--- config.mk ---
export PLATFORM = sky130hd
export DESIGN_NAME = approx_mul8_seq
export DESIGN_NICKNAME = d
export VERILOG_FILES = /design/src/rtl/approx_mul8_seq.sv
export SDC_FILE = /design/constraint.sdc
export NUM_CORES = 1
export LEC_CHECK = 0
export BUFFER_PORTS_ARGS = -buffer_cell sky130_fd_sc_hd__buf_2
export CAP_MARGIN = 30
export CELL_PAD_IN_SITES_DETAIL_PLACEMENT = 1
export CELL_PAD_IN_SITES_GLOBAL_PLACEMENT = 2
export CORE_UTILIZATION = 38
export CTS_BUF_LIST = sky130_fd_sc_hd__clkbuf_4 sky130_fd_sc_hd__clkbuf_8 sky130_fd_sc_hd__clkbuf_16
export CTS_CLUSTER_SIZE = 20
export DETAILED_ROUTE_END_ITERATION = 7
export PLACE_DENSITY_LB_ADDON = 0.3
export SKIP_CTS_REPAIR_TIMING = 1
export SLEW_MARGIN = 20
export SYNTH_ARGS = -nofsm -noshare
export SYNTH_HDL_FRONTEND = slang
export SYNTH_HIERARCHICAL = 1
export SYNTH_SLANG_ARGS = --single-unit
--- constraint.sdc ---
create_clock -name clk -period 8.9 [get_ports clk]
set_input_delay 1.78 -clock clk [delete_from_list [all_inputs] [get_ports clk]]
set_output_delay 1.78 -clock clk [all_outputs]
set_load 0.1 [all_outputs]
--- src/rtl/approx_mul8_seq.sv ---
// Multi-cycle approximate 8x8 unsigned multiplier: four nibble partial products
// are sequenced through one shared LM_NC_1_EC 4x4 core and shift-accumulated.

module LM_NC_1_EC (
    input  logic [3:0] x,
    input  logic [3:0] y,
    output logic [7:0] p
);
    // Mitchell log product (drops the residual product rx*ry) plus one correction
    // term that replaces the residual by its power-of-two upper bound.
    function automatic logic [1:0] lead_one(input logic [3:0] v);
        casez (v)
            4'b1???: lead_one = 2'd3;
            4'b01??: lead_one = 2'd2;
            4'b001?: lead_one = 2'd1;
            default: lead_one = 2'd0;
        endcase
    endfunction

    function automatic logic [1:0] ceil_log2(input logic [2:0] q);
        case (q)
            3'd0, 3'd1: ceil_log2 = 2'd0;
            3'd2:       ceil_log2 = 2'd1;
            3'd3, 3'd4: ceil_log2 = 2'd2;
            default:    ceil_log2 = 2'd3;
        endcase
    endfunction

    logic [1:0] kx, ky, cx, cy;
    logic [3:0] rx4, ry4;
    logic [2:0] rx, ry;

    always_comb begin
        kx  = lead_one(x);
        ky  = lead_one(y);
        rx4 = x - (4'd1 << kx);
        ry4 = y - (4'd1 << ky);
        rx  = rx4[2:0];
        ry  = ry4[2:0];
        cx  = ceil_log2(rx);
        cy  = ceil_log2(ry);
        p   = 8'd0;
        if (x != 4'd0 && y != 4'd0) begin
            // bounded by 64 + 56 + 56 + 64 = 240, so 8 bits never overflow
            p = (8'd1 << ({1'b0, kx} + {1'b0, ky})) + ({5'd0, rx} << ky) + ({5'd0, ry} << kx);
            if (rx != 3'd0 && ry != 3'd0)
                p = p + (8'd1 << ({1'b0, cx} + {1'b0, cy}));
        end
    end
endmodule

module approx_mul8_seq #(
    parameter bit SKIP_LL = 1'b0,
    parameter int CNT_W   = 16
) (
    input  logic             clk,
    input  logic             rst_n,
    input  logic             in_valid,
    output logic             in_ready,
    input  logic [7:0]       a,
    input  logic [7:0]       b,
    input  logic             abort,
    output logic             out_valid,
    input  logic             out_ready,
    output logic [15:0]      result,
    output logic             ovf,
    output logic [CNT_W-1:0] op_cnt
);
    typedef enum logic [1:0] {IDLE = 2'd0, CALC = 2'd1, DONE = 2'd2} state_t;

    state_t      state, state_nxt;
    logic [7:0]  a_q, b_q;
    logic [16:0] acc, addend;
    logic [2:0]  idx;
    logic [3:0]  core_x, core_y;
    logic [7:0]  pp;

    LM_NC_1_EC core (.x(core_x), .y(core_y), .p(pp));

    always_ff @(posedge clk or negedge rst_n) begin
        if (!rst_n) state <= IDLE;
        else        state <= state_nxt;
    end

    // idx 0..3 accumulate partial products; idx 4 registers the saturated result
    always_comb begin
        state_nxt = state;
        case (state)
            IDLE:    if (in_valid) state_nxt = CALC;
            CALC:    if (abort) state_nxt = IDLE;
                     else if (idx == 3'd4) state_nxt = DONE;
            DONE:    if (out_ready) state_nxt = IDLE;
            default: state_nxt = IDLE;
        endcase
    end

    always_comb begin
        in_ready  = (state == IDLE);
        out_valid = (state == DONE);
    end

    always_comb begin
        core_x = a_q[3:0];
        core_y = b_q[3:0];
        addend = 17'd0;
        case (idx)
            3'd0: addend = SKIP_LL ? 17'd0 : {9'd0, pp};
            3'd1: begin core_y = b_q[7:4]; addend = {5'd0, pp, 4'd0}; end
            3'd2: begin core_x = a_q[7:4]; addend = {5'd0, pp, 4'd0}; end
            3'd3: begin core_x = a_q[7:4]; core_y = b_q[7:4]; addend = {1'b0, pp, 8'd0}; end
            default: addend = 17'd0;
        endcase
    end

    always_ff @(posedge clk or negedge rst_n) begin
        if (!rst_n) begin
            a_q    <= 8'd0;
            b_q    <= 8'd0;
            acc    <= 17'd0;
            idx    <= 3'd0;
            result <= 16'd0;
            ovf    <= 1'b0;
            op_cnt <= '0;
        end else begin
            case (state)
                IDLE: if (in_valid) begin
                    a_q <= a;
                    b_q <= b;
                    acc <= 17'd0;
                    idx <= 3'd0;
                end
                CALC: if (!abort) begin
                    if (idx == 3'd4) begin
                        result <= acc[16] ? 16'hFFFF : acc[15:0];
                        ovf    <= acc[16];
                    end else begin
                        acc <= acc + addend;
                        idx <= idx + 3'd1;
                    end
                end
                DONE: if (out_ready) op_cnt <= op_cnt + {{(CNT_W-1){1'b0}}, 1'b1};
                default: ;
            endcase
        end
    end
endmodule
==> results.yml <==
sta:
  worstMarginPinSlew_ns: 0.853
  setup-violations-final: 0
  slew_headroom_pct: 43.1
  rsz0062_at_grt: "false"
  tns_ns: 0
  finalHoldViolCount: 0
  fmax_mhz: 120
  finalClockSkew_ns: 0.00758
  post-route-period-util_pct: 94.0
  post-route-min-period_ns: 8.36
  slew_viol_final: 0
synthesis:
  synth_top_area_share_pct: 32.4
  syn_avg_cell_area_um2: 9.18
  syn_inst: 597
  synth_area_mm2: 0.00548
  yosys.cell_types.count: 73
  yosys.area.top_type: "dfrtp_1"
  synth_fp_nets: 670
  synth-edff-count: 0
  synthTopCellsByArea: "dfrtp_1 32%, ha_1 8.9%, mux2_2 5.3%"
  ys_ff_latch: 71
  synth_flop_cell: "dfrtp_1"
  yosys_warnings: 6
  synth_seq_area_share_pct: 32.4
  async_flop_share_pct: 100
setup_path:
  worstSetupPathType: "reg -> reg"
  worstPathMaxFanout: 9
  crit_top_cell: "ha_1"
  worst_r2r_path_depth: 30
  worst_ep_required_time_ns: 9.13
  critPathMaxStageDelay_ns: 0.63
  cp-start-kind: "register"
  cp.arrival_ns: 8.59
  end_kind: "register"
  cpMaxStageDelayCell: "fa_1"
clock_tree:
  clock_sinks: 71
  cts_buffers: 9
  root_buffer: "clkbuf_16"
  clock_path_buffers: 2
  worstSkewPairLatency_ns: 0.34
  cts_tree: "yes"
  cts_max_level: 3
  path_clk_slew_ns: 0.06
placed_design:
  portBuffers: 55
  gp_congestion: 0.876
  place_hpwl_um: 11000
cells_and_area:
  final_common_cell: "dfrtp_1"
  final_layout_size_suffix_gt1_share_pct: 18.4
  num_antenna_cells: 0
  syn2layout_area_growth_pct: 13.6
  final_cell_mix: "71 x dfrtp_1, 58 x nor2_1, 57 x nand2_1"
  nNetsFinal: 720
routing:
  drc: 0
  firstDrtPassIters: 6
  wl_per_cell_um: 17.0
  vias_per_cell: 5.42
  wl_um: 14200
  drtIter0Drc: 136
  detail-route-antenna-nets: 0
  num_vias: 4511
floorplanning:
  die_x_um: 122
  rows: 43
  start_util_pct: 39.2
  coreArea_mm2: 0.0140
  fp.dieH_um: 122
  dieArea_mm2: 0.0149
  num_io_pins: 56
global_routing:
  grt_use_total_pct: 20.6
  antenna_found_initial: 0
  grt_overflow: 0
  grt_max_degree: 72
  grt_pass1_wl_um: 23900
  grt_pass1_vias: 4668
outcome:
  outcome: "complete, no violations"
worst_hold_path:
  hold_depth: 1
  hp-class: "reg -> reg"
job:
  drv_cap: 0
[critical path, delay by kind of cell, from the launching register on]
family | cells | cell delay (ns)
DFF | 1 | 0.43
buffers and inverters | 2 | 0.10
muxes | 3 | 0.95
AOI/OAI and AO/OA | 13 | 2.77
and+or+nand+nor | 4 | 0.96
adders and majority gates | 8 | 3.01
[metrics by stage]
step | util (%) | hold slack [ns] | instances | instance area (um^2) | setup WS [ns]
2_1_floorplan | - | 0.475 | 597 | 5480 | 1.54
3_3_place_gp | 42.0 | 0.452 | 815 | 5880 | 0.865
3_5_place_dp | 42.0 | 0.464 | 815 | 5880 | 0.615
4_1_cts | 44.4 | 0.477 | 831 | 6210 | 0.572
5_1_grt | 44.5 | 0.503 | 832 | 6230 | 0.0244
6_report | 44.5 | 0.469 | 832 | 6230 | 0.538
[cell usage after synthesis (all sizes together) (2+ instances only)]
master and number:
o21a 5, o22ai 2, dfrtp 71, mux2i 7, nand2 59, and4 2, inv 42, or3 7
mux2 27, a21oi 46, and2 12, a211oi 7, a22o 10, nor3 5, nor2b 8, or2 4
xnor2 19, and3b 2, a32o 5, o31a 2, xor2 9, fa 13, or3b 3, nand3 11
ha 39, a21o 9, a31o 3, nor3b 8, nand3b 2, a2111oi 3, buf 14, nor2 58
clkbuf 5, a22oi 2, nand2b 9, o21ai 34, and3 2, nand4 6, o211ai 9
[flip-flops by register name (all words and copies together) (netlist names)]
name and flops:
a_q 8, acc 17, b_q 8, idx 3, op_cnt 16, ovf 1
result 16, state 2
[final timing paths]
check,start,end,slack (ns)
max,idx[0],acc[16],0.54
min,op_cnt[15],op_cnt[15],0.47
max reg2reg,idx[0],acc[16],0.54
min reg2reg,op_cnt[15],op_cnt[15],0.47
max in group asynchronous,rst_n,result[8],6.84
min in group asynchronous,rst_n,op_cnt[10],1.49
[area by class of cell]
type | instances | area (um^2)
timing repair buffer | 58 | 310
sequential | 71 | 1780
inverter | 42 | 158
clock buffer | 9 | 225
multi-input combinational | 465 | 3430
fill | 1657 | 7760
tap | 180 | 225
clock inverter | 7 | 105
[logic make-up (layout without fill, tap and decap cells)]
group	after synthesis	after routing	share of synthesized area, %
and+or+nand+nor	202	202	18.6
AOI/OAI and AO/OA	149	149	18.5
DFF	71	71	32.4
buffers and inverters	61	116	5.07
adders and majority gates	52	52	13.6
muxes	34	34	6.89
xor gates and xnor gates	28	28	4.95
[layer usage]
metal | track usage [%] | share of wire (%) | routed length [um] | up-vias
met5 | 0 | 0 | 0 | -
met3 | 2.29 | 2.2 | 315 | 17
li1 | - | - | - | 2217
met4 | 7.09 | 1.6 | 231 | 0
met1 | 25.9 | 46 | 6520 | 2212
met2 | 36.3 | 50 | 7100 | 65
Power is not shown: default switching activity piles up to over one toggle a cycle in this logic, so the estimate is an artifact.
